$ cat config.mk
export PLATFORM = sky130hd
export DESIGN_NAME = inst_loader
export DESIGN_NICKNAME = d
export VERILOG_FILES = /design/src/rtl/inst_loader_pkg.sv /design/src/rtl/inst_loader_assembler.sv /design/src/rtl/inst_loader.sv
export SDC_FILE = /design/constraint.sdc
export NUM_CORES = 1
export LEC_CHECK = 0
export CAP_MARGIN = 10
export CORE_MARGIN = 2
export CORE_UTILIZATION = 53
export CTS_CLUSTER_SIZE = 24
export DETAILED_ROUTE_END_ITERATION = 7
export MAX_ROUTING_LAYER = met4
export PLACE_DENSITY = 0.85
export SLEW_MARGIN = 0
export SYNTH_ARGS = -nofsm -noshare
export SYNTH_HDL_FRONTEND = slang
export SYNTH_SLANG_ARGS = --single-unit
$ cat constraint.sdc
create_clock -name clk -period 4.7 [get_ports clk]
set_input_delay 0.94 -clock clk [delete_from_list [all_inputs] [get_ports clk]]
set_output_delay 0.94 -clock clk [all_outputs]
set_load 0.02 [all_outputs]
$ cat src/rtl/inst_loader_pkg.sv
// Shared constants and state encoding for the instruction-memory loader.
// The CHECK state is present only when INST_LOADER_CHECKSUM_EN is defined.
package inst_loader_pkg;

  localparam int IMEM_WORDS     = 32;
  localparam int WORD_W         = 32;
  localparam int BYTES_PER_WORD = 4;
  localparam int ADDR_LSB       = 2;

  typedef enum logic [2:0] {
    ST_IDLE  = 3'd0,
    ST_RECV  = 3'd1,
    ST_WRITE = 3'd2,
`ifdef INST_LOADER_CHECKSUM_EN
    ST_CHECK = 3'd4,
`endif
    ST_FIN   = 3'd3
  } state_e;

endpackage

$ cat src/rtl/inst_loader_assembler.sv
// Big-endian byte-to-word shift register with a 2-bit byte counter.
// word presents the completed word combined with the byte currently being shifted in.
module byte_assembler
  import inst_loader_pkg::*;
(
  input  logic              clk,
  input  logic              rst_n,
  input  logic              clear,
  input  logic              shift_en,
  input  logic [7:0]        byte_in,
  output logic              word_full,
  output logic [WORD_W-1:0] word
);

  logic [WORD_W-1:0] shreg_q, shreg_d;
  logic [1:0]        cnt_q, cnt_d;

  always_comb begin
    shreg_d = shreg_q;
    cnt_d   = cnt_q;
    if (clear) begin
      shreg_d = '0;
      cnt_d   = '0;
    end else if (shift_en) begin
      shreg_d = {shreg_q[WORD_W-9:0], byte_in};
      cnt_d   = cnt_q + 2'd1;
    end
  end

  // Asserted while three bytes are held: the next accepted byte completes the word.
  assign word_full = (cnt_q == 2'(BYTES_PER_WORD - 1));
  assign word      = {shreg_q[WORD_W-9:0], byte_in};

  always_ff @(posedge clk or negedge rst_n) begin
    if (!rst_n) begin
      shreg_q <= '0;
      cnt_q   <= '0;
    end else begin
      shreg_q <= shreg_d;
      cnt_q   <= cnt_d;
    end
  end

endmodule

$ cat src/rtl/inst_loader.sv
// Instruction RAM writer: assembles a byte stream into words and holds the CPU during a load.
// Optional trailing XOR checksum byte is enabled by defining INST_LOADER_CHECKSUM_EN.
module inst_loader
  import inst_loader_pkg::*;
(
  input  logic              clk,
  input  logic              rst_n,
  input  logic              start,
  input  logic [5:0]        load_len,
  input  logic              abort,
  input  logic              byte_valid,
  input  logic [7:0]        byte_data,
  output logic              byte_ready,
  output logic              wr_en,
  output logic [31:0]       wr_addr,
  output logic [WORD_W-1:0] wr_data,
  output logic              busy,
  output logic              cpu_hold,
  output logic              done,
  output logic              err
);

  state_e            state_q, state_d;
  logic [5:0]        len_q, len_d;
  logic [4:0]        word_idx_q, word_idx_d;
  logic [31:0]       wr_addr_q, wr_addr_d;
  logic [WORD_W-1:0] wr_data_q, wr_data_d;
  logic              err_q, err_d;
  logic [7:0]        xor_q, xor_d;
  logic              asm_clear, asm_shift, asm_full;
  logic [WORD_W-1:0] asm_word;
  logic              len_legal, last_word;

  byte_assembler u_asm (
    .clk      (clk),
    .rst_n    (rst_n),
    .clear    (asm_clear),
    .shift_en (asm_shift),
    .byte_in  (byte_data),
    .word_full(asm_full),
    .word     (asm_word)
  );

  assign len_legal = (load_len != 6'd0) && (load_len <= 6'(IMEM_WORDS));
  assign last_word = ({1'b0, word_idx_q} == (len_q - 6'd1));

  always_comb begin
    state_d    = state_q;
    len_d      = len_q;
    word_idx_d = word_idx_q;
    wr_addr_d  = wr_addr_q;
    wr_data_d  = wr_data_q;
    xor_d      = xor_q;
    err_d      = 1'b0;
    asm_clear  = 1'b0;
    asm_shift  = 1'b0;
    byte_ready = 1'b0;
    wr_en      = 1'b0;
    done       = 1'b0;

    case (state_q)
      ST_IDLE: begin
        if (start) begin
          if (len_legal) begin
            state_d    = ST_RECV;
            len_d      = load_len;
            word_idx_d = '0;
            xor_d      = '0;
            asm_clear  = 1'b1;
          end else begin
            err_d = 1'b1;
          end
        end
      end
      ST_RECV: begin
        byte_ready = 1'b1;
        if (byte_valid) begin
          asm_shift = 1'b1;
          xor_d     = xor_q ^ byte_data;
          if (asm_full) begin
            state_d   = ST_WRITE;
            wr_addr_d = 32'(word_idx_q) << ADDR_LSB;
            wr_data_d = asm_word;
          end
        end
      end
      ST_WRITE: begin
        wr_en      = 1'b1;
        word_idx_d = word_idx_q + 5'd1;
        asm_clear  = 1'b1;
`ifdef INST_LOADER_CHECKSUM_EN
        state_d    = last_word ? ST_CHECK : ST_RECV;
`else
        state_d    = last_word ? ST_FIN : ST_RECV;
`endif
      end
`ifdef INST_LOADER_CHECKSUM_EN
      ST_CHECK: begin
        byte_ready = 1'b1;
        if (byte_valid) begin
          state_d = ST_FIN;
          err_d   = (byte_data != xor_q);
        end
      end
`endif
      ST_FIN: begin
        done    = 1'b1;
        state_d = ST_IDLE;
      end
      default: state_d = ST_IDLE;
    endcase

    // Abort wins over everything, including a write or completion in the same cycle.
    if (abort && (state_q != ST_IDLE)) begin
      state_d    = ST_IDLE;
      err_d      = 1'b1;
      word_idx_d = word_idx_q;
      wr_addr_d  = wr_addr_q;
      wr_data_d  = wr_data_q;
      xor_d      = xor_q;
      asm_clear  = 1'b1;
      asm_shift  = 1'b0;
      byte_ready = 1'b0;
      wr_en      = 1'b0;
      done       = 1'b0;
    end
  end

  always_ff @(posedge clk or negedge rst_n) begin
    if (!rst_n) begin
      state_q    <= ST_IDLE;
      len_q      <= '0;
      word_idx_q <= '0;
      wr_addr_q  <= '0;
      wr_data_q  <= '0;
      xor_q      <= '0;
      err_q      <= 1'b0;
    end else begin
      state_q    <= state_d;
      len_q      <= len_d;
      word_idx_q <= word_idx_d;
      wr_addr_q  <= wr_addr_d;
      wr_data_q  <= wr_data_d;
      xor_q      <= xor_d;
      err_q      <= err_d;
    end
  end

  assign wr_addr  = wr_addr_q;
  assign wr_data  = wr_data_q;
  assign busy     = (state_q != ST_IDLE);
  assign cpu_hold = busy;
  assign err      = err_q;

endmodule

==> impl_metrics.yaml, run 1 <==
timing:
  tns_ps: 0
  setup_viol: 0
  tightest_slew_ps: 979
  hold_viol_final: 0
  max_freq_mhz: 288
  post-route-min-period_ps: 3470
  max_slew_margin: 0.346
  rsz0062_at_grt: "false"
  period_share: 0.738
  worst_slack_ps: 1230
  maxSlewViolCount: 0
  skew_ps: 11.3
cts:
  cts-root-buf: "clkbuf_8"
  cts_tree: "yes"
  cts_inserted_buffers: 9
  postCtsSetupRepairBufs: 0
  clockBufferDepth: 2
  clock-sinks: 77
  postCtsHoldBufs: 0
  cts_resized: 0
  clk_pin_slew_ps: 80
  htreeDepth: 3
  clock_latency_ps: 350
final_layout:
  layout_commonest_cell: "dfrtp_1"
  layout-drive-gt1-share: 0.226
  syn_to_final_growth_pct: 20.4
  final_nets: 385
  fin_area_um2: 4230
  final_cell_mix: "dfrtp_1, nand2_1, clkdlybuf4s50_1"
  diodes: 0
power:
  pwr_density_cell_nw_per_um2: 365
  clkPwrFrac: 0.313
  p_seq_frac: 0.494
  power.switching_mw: 0.475
  ir_drop_mv: 0.255
  finalPower_mw: 1.54
  sw_frac_of_total: 0.308
  p_comb_frac: 0.193
  power_leakage_nw: 1.93
  p_int_mw: 1.07
detailed_routing:
  drt_wl_total_um: 6610
  first_pass_iters: 4
  wire_per_inst_um: 14.9
  drc: 0
  ant_nets: 0
  vias: 2316
  drt-initial-drc-count: 113
  viasPerCell: 5.22
placed_design:
  pre_cts_slack_ps: 1250
  hpwl_um: 4400
  place_congestion: 0.851
  place.port_buffers: 61
  post_dp_cell_area_um2: 4040
logic_synthesis:
  yosysTopAreaCell: "dfrtp_1"
  synth-seq-area-share: 0.549
  syn-mean-instance-area_um2: 11.5
  syn-cell-area_um2: 3510
  synth_top_area_share: 0.549
  syn_inst: 304
  synthDistinctLibCells: 34
  ys_warn_count: 0
  ys_ff_latch: 77
  yosys-top-cells-area: "dfrtp_1, mux2_2, buf_4"
  synth-main-ff-cell: "dfrtp_1"
  synth-edff-count: 0
  async_reset_ff_frac: 1.00
worst_setup_path:
  cp.buffers_inverters: 4
  crit_required_ps: 3760
  cp_cell_sequence: "clkdlybuf4s50_1, inv_1, nand2_1, inv_1, clkdlybuf4s50_1"
  cp_top_family: "buffers and inverters"
  ff2ff_setup_slack_ps: 2380
  timing.rr.start: "state_q[0]"
  worstSetupEndpointType: "output pin"
  crit_path_max_incr_delay_ps: 620
  reg2reg_depth: 3
  arrival_ps: 2530
  critPathLaunchType: "primary input"
  cp_max_fo: 5
  reg2reg_to: "wr_data[16]"
  path_class: "primary input to output pin"
  critPathSlowestCell: "clkdlybuf4s50_1"
  crit_path_start: "abort"
global_route:
  grt_max_degree: 78
  grt_pass1_vias: 2278
  grt_pass1_wl_um: 11300
  grtUsageTotal: 0.205
  grt.overflow.total: 0
  antenna_found_initial: 0
floorplan:
  coreArea_um2: 6390
  boundaryPins: 89
  die_x_um: 85.4
  die_y_um: 85.4
  fp-row-count: 29
  initial_core_util: 0.550
  die_area_um2: 7290
hold_path:
  holdPathEnd: "wr_data[31]"
  min_path_cells: 1
  hold_class: "register to register"
  hp-start: "wr_data[31]"
job:
  maxCapViolCount: 0
run_status:
  status: "finished, final reports clean"
[worst reg2reg max path, stage by stage (launching register included)]
cell	delay, ps
dfrtp_1	470
nor3b_1	440
and3_2	830
mux2_2	460
[through the flow]
step,util,hold slack [ps],instances
4_1_cts,0.662,510,444
3_5_place_dp,0.632,491,429
3_3_place_gp,0.632,489,429
5_1_grt,0.662,526,444
2_1_floorplan,-,479,330
6_report,0.662,510,444
[logic make-up after synthesis]
logic type      Yosys count  synth area share
simple gates             87             0.111
compound gates           38            0.0781
fa+ha+maj                 3            0.0107
buf+inv                  44            0.0856
other cells               1           0.00107
flops                    77             0.549
mux                      42             0.135
xor+xnor                 12            0.0299
[Yosys cell counts (2+ instances only)]
| cell | number |
|---|---|
| xnor2_1 | 5 |
| nand4_1 | 2 |
| a21oi_1 | 8 |
| clkbuf_1 | 3 |
| buf_4 | 31 |
| nor3_1 | 2 |
| and2_1 | 2 |
| ha_1 | 3 |
| o21ai_1 | 2 |
| buf_2 | 3 |
| mux2_2 | 42 |
| o21ai_0 | 4 |
| and3_1 | 3 |
| buf_6 | 2 |
| xor2_1 | 7 |
| inv_1 | 5 |
| nor2b_1 | 2 |
| nor2_1 | 6 |
| nand2_1 | 61 |
| a21oi_2 | 20 |
| nand3_1 | 2 |
| dfrtp_1 | 77 |
[sequential cells by signal, summed over array words and instances, names as in the netlist]
name           flops
wr_data           32
u_asm.shreg_q     24
len_q              6
word_idx_q         5
wr_addr            5
state_q            2
u_asm.cnt_q        2
err                1
[worst max-delay path by stage]
stage / endpoint / slack (ps) / depth (start not counted)
3_5_place_dp: wr_en / 1250 / 5
6_report: wr_en / 1230 / 5
4_1_cts: wr_en / 1250 / 5
2_1_floorplan: wr_data[3] / 2000 / 5
3_3_place_gp: wr_en / 1300 / 5
5_1_grt: byte_ready / 1120 / 3
[layer usage]
metal | vias up | track usage | share of wire
met4 | 0 | 0.0736 | 0.019
li1 | 1087 | - | -
met1 | 1148 | 0.270 | 0.45
met5 | - | - | 0
met2 | 69 | 0.311 | 0.49
met3 | 12 | 0.0525 | 0.045
[cell type report]
type,count,area [um2]
Fill cell,496,2160
Sequential cell,77,1930
Multi-Input combinational cell,209,1390
Timing Repair Buffer,61,608
Clock buffer,9,124
Tap cell,77,96.3
Clock inverter,6,63.8
Inverter,5,18.8
[power groups by stage]
| stage | Sequential (mW) | Combinational (mW) | Clock [mW] |
|---|---|---|---|
| finish | 0.760 | 0.298 | 0.483 |
| global placement | 0.769 | 0.290 | 0 |
| floorplan | 0.759 | 0.241 | 0 |
| global route | 0.766 | 0.330 | 0.519 |
| CTS | 0.759 | 0.301 | 0.487 |
| detailed placement | 0.771 | 0.300 | 0 |
(Power assumes the default switching activity.)
==> inputs of run 2 (changes only) <==
Settings changed: CORE_UTILIZATION 53 to 44, PLACE_DENSITY 0.85 to 0.76.
Clock period 4.7 ns to 3.17 ns, I/O delays scaled along.
==> impl_metrics.yaml, run 2 (same netlist as run 1, synthesis figures left out) <==
worst_setup_path:
  crit_required_ps: 2540
  cp.buffers_inverters: 4
  arrival_ps: 2260
  cp_cell_sequence: "clkdlybuf4s50_1, inv_1, nand2_1, inv_1, clkdlybuf4s50_1"
  critPathLaunchType: "primary input"
  crit_path_start: "abort"
  worstSetupEndpointType: "output pin"
  reg2reg_to: "u_asm.shreg_q[6]"
  timing.rr.start: "state_q[0]"
  crit_path_max_incr_delay_ps: 630
  crit_cells: 5
  reg2reg_depth: 5
  cp_top_family: "buffers and inverters"
  ff2ff_setup_slack_ps: 1090
  path_class: "primary input to output pin"
  critPathSlowestCell: "clkdlybuf4s50_1"
  crit_end: "wr_en"
  cp_max_fo: 5
power:
  pwr_density_cell_nw_per_um2: 570
  ir_drop_mv: 0.310
  power_leakage_nw: 1.98
final_layout:
  final_nets: 389
  layout_commonest_cell: "dfrtp_1"
  instances_no_fill: 473
  largest_reg_flops: 32
  fin_util: 0.562
  syn_to_final_growth_pct: 23.8
  layout-drive-gt1-share: 0.235
  fillCellCount: 665
  final_cell_mix: "dfrtp_1, nand2_1, clkdlybuf4s50_1"
  diodes: 0
job:
  maxCapViolCount: 0
placed_design:
  pre_cts_slack_ps: 105
  dp.cells: 458
  place_congestion: 0.728
  place.port_buffers: 61
  hpwl_um: 4430
floorplan:
  die_area_um2: 8710
  fp-row-count: 32
  coreArea_um2: 7730
  boundaryPins: 89
  die_x_um: 93.3
  die_y_um: 93.3
  initial_core_util: 0.454
cts:
  cts-root-buf: "clkbuf_8"
  clock_latency_ps: 340
  cts_inserted_buffers: 9
  postCtsHoldBufs: 0
  clock-sinks: 77
  clockBufferDepth: 2
  cts_tree: "yes"
  postCtsSetupRepairBufs: 0
  cts_resized: 0
  htreeDepth: 3
  clk_pin_slew_ps: 70
detailed_routing:
  viasPerCell: 4.85
  first_pass_iters: 4
  vias: 2293
  wire_per_inst_um: 13.9
  ant_nets: 0
  drt-initial-drc-count: 216
  drc: 0
  drt_wl_total_um: 6590
timing:
  setup_viol: 0
  maxSlewViolCount: 0
  hold_viol_final: 0
  max_freq_mhz: 345
  tightest_slew_ps: 1000
  rsz0062_at_grt: "false"
  period_share: 0.914
  max_slew_margin: 0.331
  tns_ps: 0
  worst_slack_ps: 272
  timing.hold.ws_ps: 417
  skew_ps: 5.44
  post-route-min-period_ps: 2900
global_route:
  grt.overflow.total: 0
  grt_max_degree: 78
  grt_pass1_vias: 2248
  antenna_found_initial: 0
  grt_pass1_wl_um: 11100
  grtUsageTotal: 0.169
hold_path:
  hold_class: "primary input to async pin"
run_status:
  status: "finished, final reports clean"
-- run 2: changes by cell type in the layout (fill, tap and decap cells not counted) --
cell        delta
buf_4          +4
bufinv_16      +2
clkbuf_8       +1
clkinv_2       -2
clkinv_4       +1
clkinvlp_4     -2
-- run 2: how the worst min path moves through the flow --
stage	start	end	slack, ps	cells after the start
after floorplan	rst_n	err	340	0
after global placement	wr_data[0]	wr_data[0]	490	1
after detailed placement	u_asm.shreg_q[16]	wr_data[24]	500	1
after CTS	rst_n	len_q[1]	470	1
after global routing	rst_n	len_q[1]	520	1
final	rst_n	len_q[1]	420	1
-- run 2: power by group --
group | internal (mW) | switching [mW]
Combinational | 0.177 | 0.275
Sequential | 1.05 | 0.0749
Clock | 0.544 | 0.359
Total | 1.77 | 0.708
-- run 2: area by class of cell --
type                    count  area (um2)  share of cell area
flip-flops and latches     77        1930               0.443
multi-input cells         209        1390               0.320
repair buffers             65         638               0.147
clock buffers              10         138              0.0317
well taps                 102         128              0.0294
clock inverters             5         108              0.0248
inverters                   5        18.8             0.00432
-- run 2: stage by stage --
stage | cell area [um2] | total power, mW
2_1_floorplan | 3610 | 1.48
3_3_place_gp | 4100 | 1.58
3_5_place_dp | 4100 | 1.59
4_1_cts | 4350 | 2.50
5_1_grt | 4350 | 2.59
6_report | 4350 | 2.48
-- run 2: worst register-to-register path, cell delays in order, from the launching register on --
cell,delay (ps)
dfrtp_1,470
nor3b_1,370
buf_4,190
nand2_1,490
nand2_1,320
a21oi_2,80
-- run 2: layer usage --
metal | part of all wire | GRT usage | wire [um]
met1 | 0.47 | 0.229 | 3080
met2 | 0.47 | 0.250 | 3120
met3 | 0.043 | 0.0379 | 282
met4 | 0.016 | 0.0637 | 108
met5 | 0 | - | 0
